**src/rtl/maria_bus_pkg.sv**
```systemverilog
// ============================================================================
// maria_bus_pkg
// Shared region/state encodings and address-map constants for Maria DMA reads.
// Revision: 1.0
// ============================================================================
`default_nettype none

package maria_bus_pkg;

    // Region encoding doubles as the external memory select code.
    typedef enum logic [1:0] {
        REGION_RAM      = 2'd0,
        REGION_BIOS     = 2'd1,
        REGION_CART     = 2'd2,
        REGION_UNMAPPED = 2'd3
    } region_t;

    typedef enum logic [1:0] {
        ST_IDLE  = 2'd0,
        ST_RESP  = 2'd1,
        ST_FETCH = 2'd2,
        ST_DONE  = 2'd3
    } state_t;

    localparam logic [15:0] RAM_LO  = 16'h1800;
    localparam logic [15:0] RAM_HI  = 16'h27FF;
    localparam logic [15:0] BIOS_LO = 16'hF000;
    localparam logic [15:0] CART_LO = 16'h4000;

endpackage

`default_nettype wire

```
**src/rtl/dma_addr_decode.sv**
```systemverilog
// ============================================================================
// dma_addr_decode
// Combinational memory-map decode of a 16-bit bus address into a region.
// Revision: 1.0
// ============================================================================
`default_nettype none

module dma_addr_decode
    import maria_bus_pkg::*;
(
    input  logic [15:0] addr,
    input  logic        bios_en,
    output region_t     region
);

    // Priority order matters: BIOS overlays the top of cartridge space.
    always_comb begin
        region = REGION_UNMAPPED;
        if (addr >= RAM_LO && addr <= RAM_HI) begin
            region = REGION_RAM;
        end else if (bios_en && addr >= BIOS_LO) begin
            region = REGION_BIOS;
        end else if (addr >= CART_LO) begin
            region = REGION_CART;
        end
    end

endmodule

`default_nettype wire

```
**src/rtl/dma_mem_responder.sv**
```systemverilog
// ============================================================================
// dma_mem_responder
// Serves one-byte DMA reads from RAM/BIOS/cart with a one-entry hit cache.
// Revision: 1.0
// ============================================================================
`default_nettype none

module dma_mem_responder
    import maria_bus_pkg::*;
#(
    parameter int          TIMEOUT       = 15,
    parameter logic [7:0]  UNMAPPED_DATA = 8'h00,
    parameter logic [7:0]  TIMEOUT_DATA  = 8'hFF
) (
    input  logic        sysclk,
    input  logic        reset,
    input  logic        dma_req,
    input  logic [15:0] dma_addr,
    output logic        dma_ack,
    output logic [7:0]  dma_data,
    output logic        busy,
    output logic        overrun,
    output logic        timeout_err,
    input  logic        bios_en,
    input  logic        cpu_write,
    output logic        mem_req,
    output logic [1:0]  mem_sel,
    output logic [15:0] mem_addr,
    input  logic        mem_ack,
    input  logic [7:0]  mem_data
);

    localparam int CNT_W = (TIMEOUT < 2) ? 1 : $clog2(TIMEOUT + 1);

    state_t       state;
    state_t       next_state;
    region_t      req_region;
    logic         cache_valid;
    logic [15:0]  cache_addr;
    region_t      cache_region;
    logic [7:0]   cache_data;
    logic [7:0]   pend_data;
    logic         pend_timeout;
    logic         inval_pending;
    logic [CNT_W-1:0] tmo_cnt;

    logic cache_hit;
    logic accept;
    logic start_fetch;
    logic fill;
    logic abort;
    logic respond;

    dma_addr_decode u_decode (
        .addr    (dma_addr),
        .bios_en (bios_en),
        .region  (req_region)
    );

    // Region is part of the tag so a bios_en flip cannot return a stale BIOS byte.
    assign cache_hit = cache_valid && (cache_addr == dma_addr) &&
                       (cache_region == req_region) && !cpu_write;
    assign busy = (state != ST_IDLE);

    always_ff @(posedge sysclk or posedge reset) begin
        if (reset) begin
            state <= ST_IDLE;
        end else begin
            state <= next_state;
        end
    end

    always_comb begin
        next_state  = state;
        accept      = 1'b0;
        start_fetch = 1'b0;
        fill        = 1'b0;
        abort       = 1'b0;
        respond     = 1'b0;
        case (state)
            ST_IDLE: begin
                if (dma_req) begin
                    accept = 1'b1;
                    if (req_region == REGION_UNMAPPED || cache_hit) begin
                        next_state = ST_RESP;
                    end else begin
                        start_fetch = 1'b1;
                        next_state  = ST_FETCH;
                    end
                end
            end
            ST_RESP: begin
                respond    = 1'b1;
                next_state = ST_IDLE;
            end
            ST_FETCH: begin
                if (mem_ack) begin
                    fill       = 1'b1;
                    next_state = ST_DONE;
                end else if (tmo_cnt == CNT_W'(1)) begin
                    abort      = 1'b1;
                    next_state = ST_DONE;
                end
            end
            ST_DONE: begin
                respond    = 1'b1;
                next_state = ST_IDLE;
            end
            default: next_state = ST_IDLE;
        endcase
    end

    always_ff @(posedge sysclk or posedge reset) begin
        if (reset) begin
            dma_ack       <= 1'b0;
            dma_data      <= 8'h00;
            overrun       <= 1'b0;
            timeout_err   <= 1'b0;
            mem_req       <= 1'b0;
            mem_sel       <= 2'd0;
            mem_addr      <= 16'h0000;
            cache_valid   <= 1'b0;
            cache_addr    <= 16'h0000;
            cache_region  <= REGION_RAM;
            cache_data    <= 8'h00;
            pend_data     <= 8'h00;
            pend_timeout  <= 1'b0;
            inval_pending <= 1'b0;
            tmo_cnt       <= '0;
        end else begin
            dma_ack     <= respond;
            timeout_err <= respond && (state == ST_DONE) && pend_timeout;
            if (respond) begin
                dma_data <= pend_data;
            end
            if (dma_req && state != ST_IDLE) begin
                overrun <= 1'b1;
            end
            if (cpu_write) begin
                cache_valid <= 1'b0;
            end
            if (accept) begin
                pend_data    <= (req_region == REGION_UNMAPPED) ? UNMAPPED_DATA : cache_data;
                pend_timeout <= 1'b0;
            end
            if (start_fetch) begin
                mem_req       <= 1'b1;
                mem_sel       <= req_region;
                mem_addr      <= dma_addr;
                tmo_cnt       <= CNT_W'(TIMEOUT);
                inval_pending <= 1'b0;
            end
            if (state == ST_FETCH) begin
                if (cpu_write) begin
                    inval_pending <= 1'b1;
                end
                if (fill) begin
                    // A write seen anywhere during the fetch leaves the fill invalid.
                    mem_req      <= 1'b0;
                    pend_data    <= mem_data;
                    cache_valid  <= !(inval_pending || cpu_write);
                    cache_addr   <= mem_addr;
                    cache_region <= region_t'(mem_sel);
                    cache_data   <= mem_data;
                end else if (abort) begin
                    mem_req      <= 1'b0;
                    pend_data    <= TIMEOUT_DATA;
                    pend_timeout <= 1'b1;
                end else begin
                    tmo_cnt <= tmo_cnt - CNT_W'(1);
                end
            end
        end
    end

endmodule

`default_nettype wire

```
**config.mk**
```make
export PLATFORM = sky130hd
export DESIGN_NAME = dma_mem_responder
export DESIGN_NICKNAME = d
export VERILOG_FILES = /design/src/rtl/maria_bus_pkg.sv /design/src/rtl/dma_addr_decode.sv /design/src/rtl/dma_mem_responder.sv
export SDC_FILE = /design/constraint.sdc
export NUM_CORES = 1
export LEC_CHECK = 0
export ABC_CLOCK_PERIOD_IN_PS = 5050
export CORE_MARGIN = 5
export CORE_UTILIZATION = 35
export CTS_CLUSTER_DIAMETER = 120
export DETAILED_ROUTE_END_ITERATION = 10
export SLEW_MARGIN = 20
export SYNTH_ARGS = -nofsm -noshare
export SYNTH_HDL_FRONTEND = slang
export SYNTH_SLANG_ARGS = --single-unit
```
**constraint.sdc**
```tcl
create_clock -name sysclk -period 5.05 [get_ports sysclk]
set_input_delay 1.01 -clock sysclk [delete_from_list [all_inputs] [get_ports sysclk]]
set_output_delay 1.01 -clock sysclk [all_outputs]
set_load 0.05 [all_outputs]
```
# After elaboration in Yosys (flattened, before gate mapping)
# Cells that the tools add are included.
totals:
  register_bits: 73
  in_bits: 30
  out_inout_bits: 31
  elab_cells: 89
op_classes:
  add_sub_neg: 1
  magnitude_cmp: 4
  eq_ne: 9
  n_mux: 42
  reduce_logical: 17
op_table:
  columns: ["cell", "n"]
  rows:
  - ["2-to-1 mux 8 bit", 5]
  - ["2-to-1 mux 1 bit", 26]
  - ["== test 16 bit", 1]
  - [">= comparator 16 x 13 -> 1 bit (second input constant)", 1]
  - [">= comparator 16 x 15 -> 1 bit (second input constant)", 1]
  - [">= comparator 16 bit (second input constant)", 1]
  - ["less-or-equal comparator 16 x 14 -> 1 bit (second input constant)", 1]
  - ["2-to-1 mux 4 bit", 4]
  - ["2-to-1 mux 2 bit", 6]
  - ["logical AND 1 bit", 8]
  - ["== test 2 bit (second input constant)", 3]
  - ["one-hot mux 2 bit (3 select lines)", 1]
  - ["== test 4 x 1 -> 1 bit (second input constant)", 1]
  - ["AND reduction 2 bit", 2]
  - ["subtractor 4 x 1 -> 4 bit (second input constant)", 1]
  - ["inequality test 3 bit (second input constant)", 1]
  - ["== test 2 x 1 -> 1 bit (second input constant)", 1]
  - ["== test 2 bit", 1]
  - ["zero test 1 bit", 2]
  - ["zero test 2 bit", 1]
  - ["logical OR 1 bit", 2]
  - ["inequality test 2 bit (second input constant)", 1]
  - ["nonzero test 2 bit", 1]
  - ["OR reduction 2 bit", 1]

# Depth between registers and ports, before layout
depth:
  depth_word: 15
  mapped_depth: 8

# By module
# A second synthesis with hierarchy kept.
hier_totals:
  hier_cells: 251
  area_unflattened_um2: 3243.1
modules_own_cells:
  columns: ["mod", "instances", "cells_per_inst", "area_each_um2", "seq_area_each_um2"]
  rows:
  - ["dma_mem_responder", 1, 242, 3174.3, 1826.8]
  - ["dma_addr_decode", 1, 9, 68.8, 0.0]

# Least setup slack after synthesis
# Ideal clock, no wire load.
synth_path:
  path_type: "input to register"
  start: "in dma_addr[11]"
  end: "reg mem_addr[10]"
  setup_time_ns: 0.125
  t_arrival_ns: 2.980
  required_time_ns: 4.925
  slack_ns: 1.945
  stages: 8
  n_path_buf: 2
  cell_sequence: "or3b_1 or3_4 a21o_1 a2111oi_4 nand2b_1 buf_6 buf_12 mux2_4"
synth_between:
  elab_chain_len: 11
synth_lines:
  columns: ["element", "line", "rtl"]
  rows:
  - ["start: declaration", "dma_mem_responder.sv:18", "input logic [15:0] dma_addr,"]
  - [">= comparator 16 x 15 -> 1 bit / >= comparator 16 bit (equally long branches)", "dma_addr_decode.sv:23, dma_addr_decode.sv:21", null]
  - ["2-to-1 mux 1 bit / logical AND 1 bit (equally long branches)", "dma_addr_decode.sv:23, dma_addr_decode.sv:21", null]
  - ["2-to-1 mux 2 bit", "dma_addr_decode.sv:21", "end else if (bios_en && addr >= BIOS_LO) begin"]
  - ["2-to-1 mux 2 bit", "dma_addr_decode.sv:19", "if (addr >= RAM_LO && addr <= RAM_HI) begin"]
  - ["== test 2 bit", "dma_mem_responder.sv:62", "(cache_region == req_region) && !cpu_write;"]
  - ["logical AND 1 bit", "dma_mem_responder.sv:61", "assign cache_hit = cache_valid && (cache_addr == dma_addr) &&"]
  - ["logical AND 1 bit", "dma_mem_responder.sv:62", null]
  - ["logical OR 1 bit (*)", "dma_mem_responder.sv:84", "if (req_region == REGION_UNMAPPED || cache_hit) begin"]
  - ["2-to-1 mux 1 bit (*)", "dma_mem_responder.sv:84", null]
  - ["2-to-1 mux 1 bit (*)", "dma_mem_responder.sv:82", "if (dma_req) begin"]
  - ["2-to-1 mux 1 bit (*)", "dma_mem_responder.sv:80", "case (state)"]
  - ["end signal: assignment", "dma_mem_responder.sv:149", "mem_addr <= dma_addr;"]
  - ["end: declaration", "dma_mem_responder.sv:28", "output logic [15:0] mem_addr,"]
# Every way passes the cells marked *; elsewhere a longest branch is shown, timed or not.
# A chain may end at the register's enable or synchronous reset.

# Worst setup path after layout
layout_path:
  start: "in dma_addr[13]"
  end: "reg mem_addr[13]"
layout_between:
  elab_chain_len: 11
layout_lines:
  columns: ["element", "line"]
  rows:
  - [">= comparator 16 x 15 -> 1 bit / >= comparator 16 bit (equally long branches)", "dma_addr_decode.sv:23, dma_addr_decode.sv:21"]
  - ["2-to-1 mux 1 bit / logical AND 1 bit (equally long branches)", "dma_addr_decode.sv:23, dma_addr_decode.sv:21"]
  - ["2-to-1 mux 2 bit", "dma_addr_decode.sv:21"]
  - ["2-to-1 mux 2 bit", "dma_addr_decode.sv:19"]
  - ["== test 2 bit", "dma_mem_responder.sv:62"]
  - ["logical AND 1 bit", "dma_mem_responder.sv:61"]
  - ["logical AND 1 bit", "dma_mem_responder.sv:62"]
  - ["logical OR 1 bit", "dma_mem_responder.sv:84"]
  - ["2-to-1 mux 1 bit", "dma_mem_responder.sv:84"]
  - ["2-to-1 mux 1 bit", "dma_mem_responder.sv:82"]
  - ["2-to-1 mux 1 bit", "dma_mem_responder.sv:80"]
# Several ways; a longest one is shown, not always the timed one.

==> results_dict.tcl <==
set metrics [dict create \
    dp_hpwl_mm 4.65 \
    synth_edf_count 0 \
    path_clk_slew_ps 80 \
    path_max_fanout 24 \
    tightest_slew_ps 848 \
    maxSlewHeadroom_pct 43.2 \
    cp_cell_sequence "clkdlybuf4s50_1 -> or3b_1 -> or3_4 -> a21o_1 -> a2111oi_4 -> nand2b_1 -> buf_4 -> mux2_2" \
    dp_cells 412 \
    core_area_um2 8810 \
    max_stage_delay_ps 560 \
    synthCells 250 \
    via_per_inst 4.89 \
    cts_setup_buffers 0 \
    rsz0062_at_grt "false" \
    vias 2084 \
    start_kind "primary input" \
    crit_type "primary input to flop" \
    grt_max_degree 39 \
    place_area_um2 3900 \
    ys.flop_type "dfrtp_1" \
    die_y_um 106 \
    met3_length_um 232 \
    rows 34 \
    yosysSeqAreaShare_pct 57.1 \
    numPortBuffers 60 \
    outcome "completed" \
    mostFrequentLayoutCells "dfrtp_1 (73), clkdlybuf4s50_1 (60), mux2_2 (36)" \
    async_reset_ff_share_pct 100 \
    grt_pass1_vias 2206 \
    setup_violations 0 \
    grt_pass1_wl_mm 11.3 \
    design_area_um2 4070 \
    synth_compound_area_share_pct 6.49 \
    stdcell_count 426 \
    synthMuxAreaShare_pct 18.0 \
    post_cts_resized 0 \
    crit_slowest_cell "clkdlybuf4s50_1" \
    die-area_um2 11200 \
    avgSynthCellArea_um2 12.8 \
    htree_levels 3 \
    rrSetupSlack_ps 2350 \
    timing.setup.tns_ps 0 \
    cts_sinks 73 \
    drv_cap 0 \
    clockBufferDepth 2 \
    hold_buffers 0 \
    syn_area_um2 3200 \
    gp_congestion 0.750 \
    synth_fa_ha_area_share_pct 0.782 \
    cts_tree "built" \
    yosysTopAreaCellShare_pct 57.1 \
    period_share_pct 70.3 \
    synth.area.top_cells "dfrtp_1 (57%), mux2_2 (13%), mux2_4 (4.7%)" \
    antenna_cells 0 \
    whs_ps 466 \
    grt_util_all_layers_pct 12.9 \
    area_growth_pct 27.1 \
    layout_commonest_cell "dfrtp_1" \
    ir_worst_vdd_v 0.000281 \
    synthDistinctLibCells 36 \
    period_minus_slack_ps 3550 \
    critPathRequiredTime_ps 5270 \
    postLayoutSetupSlackWorst_ps 1500 \
    hold_viol 0 \
    hold_path_class "flop to flop" \
    p_per_area_nw_per_um2 691 \
    drcViolationCount 0 \
    wl_met2_mm 3.25 \
    antenna_found_initial 0 \
    overflow 0 \
    crit_arrival_ps 3770 \
    synth-simple-area-share_pct 9.35 \
    skew_ps 9.19 \
    ys_warn_count 0 \
    ys_seq_elements 73 \
    drt-initial-drc-count 66 \
    synth_xor_area_share_pct 5.20 \
    synth_top_family_by_area "multiplexers" \
    maxUsedRoutingLayer "met4" \
    met1_length_mm 3.06 \
    power.total_mw 2.81 \
    postRouteAntennaNets 0 \
    drive_above_1_share_pct 21.4 \
    start_util_pct 36.3 \
    finish.utilization_pct 46.2 \
    power_leakage_nw 1.75 \
    io_pins 61 \
    insertion_delay_ps 340 \
    die_w_um 106 \
    slew_viol_final 0 \
    syn_nets 282 \
    cts_buffers 9 \
    synth_top_area_cell "dfrtp_1" \
    dp_slack_ps 1130 \
    dr.pass1.iters 4 \
    routed_wl_mm 6.70 \
    cts_root_buffer "clkbuf_8" \
    fmax_mhz 282 \
    end_kind "flop" \
    final_nets 347 \
    wl_per_cell_um 15.7 \
]
==> state kept, by name, indices dropped and copies added, names as in the netlist <==
name           flops
cache_addr        16
cache_data         8
cache_region       2
cache_valid        1
dma_ack            1
dma_data           8
inval_pending      1
mem_addr          16
mem_req            1
mem_sel            2
overrun            1
pend_data          8
pend_timeout       1
state              2
timeout_err        1
tmo_cnt            4
==> cells by family (layout without fill, tap and decap cells) <==
kind of cell | Yosys count | after routing
flip-flops | 73 | 73
AND/OR/NAND/NOR | 62 | 62
adder cells (fa/ha/maj) | 2 | 2
buffers and inverters | 19 | 87
multiplexers | 48 | 48
XOR/XNOR | 19 | 19
AO/OA/AOI/OAI | 27 | 27
==> area by class of cell <==
type | count | area (um2)
fill | 821 | 4740
sequential | 73 | 1830
multi-input combinational | 158 | 1280
timing repair buffer | 63 | 623
clock buffer | 11 | 151
tap | 108 | 135
inverter | 10 | 37.5
clock inverter | 3 | 17.5
==> cells in the mapped netlist (2+ instances only) <==
library cell and number:
dfrtp_1 73, mux2_2 36, nor2_1 27, xor2_1 15
nand2_1 12, inv_1 10, mux2_4 10, a221oi_1 8
a21oi_1 6, o21ai_0 6, clkbuf_1 5, nor4_1 4
xnor2_1 4, a22o_1 3, nand3_1 3, nor3_1 3
a21o_1 2, ha_1 2, mux2i_1 2, nand2b_1 2
nor3b_1 2
==> final timing paths <==
kind | startpoint | to | cells past startpoint
setup / recovery | dma_addr[13] | mem_addr[13] | 8
hold / removal | overrun | overrun | 1
setup reg to reg | cache_addr[5] | mem_addr[13] | 7
hold reg to reg | overrun | overrun | 1
max in group asynchronous | reset | cache_addr[14] | 3
min in group asynchronous | reset | cache_data[3] | 2
==> where the power goes <==
| group | switching (mW) | internal (mW) |
|---|---|---|
| Sequential | 0.200 | 0.871 |
| Combinational | 0.753 | 0.585 |
| Clock | 0.206 | 0.198 |
| Total | 1.16 | 1.65 |
==> worst max-delay path: cells and delay by family <==
| kind | cells | cell delay, ps |
|---|---|---|
| AND/OR/NAND/NOR | 3 | 910 |
| buffers and inverters | 2 | 900 |
| multiplexers | 1 | 380 |
| AO/OA/AOI/OAI | 2 | 550 |
==> metal layers <==
| metal | up-vias | GRT usage, % |
|---|---|---|
| li1 | 995 | - |
| met4 | 0 | 6.94 |
| met5 | - | 0 |
| met2 | 39 | 20.4 |
| met3 | 9 | 2.87 |
| met1 | 1041 | 16.5 |
Note: power is estimated with default switching activity, not from simulation.
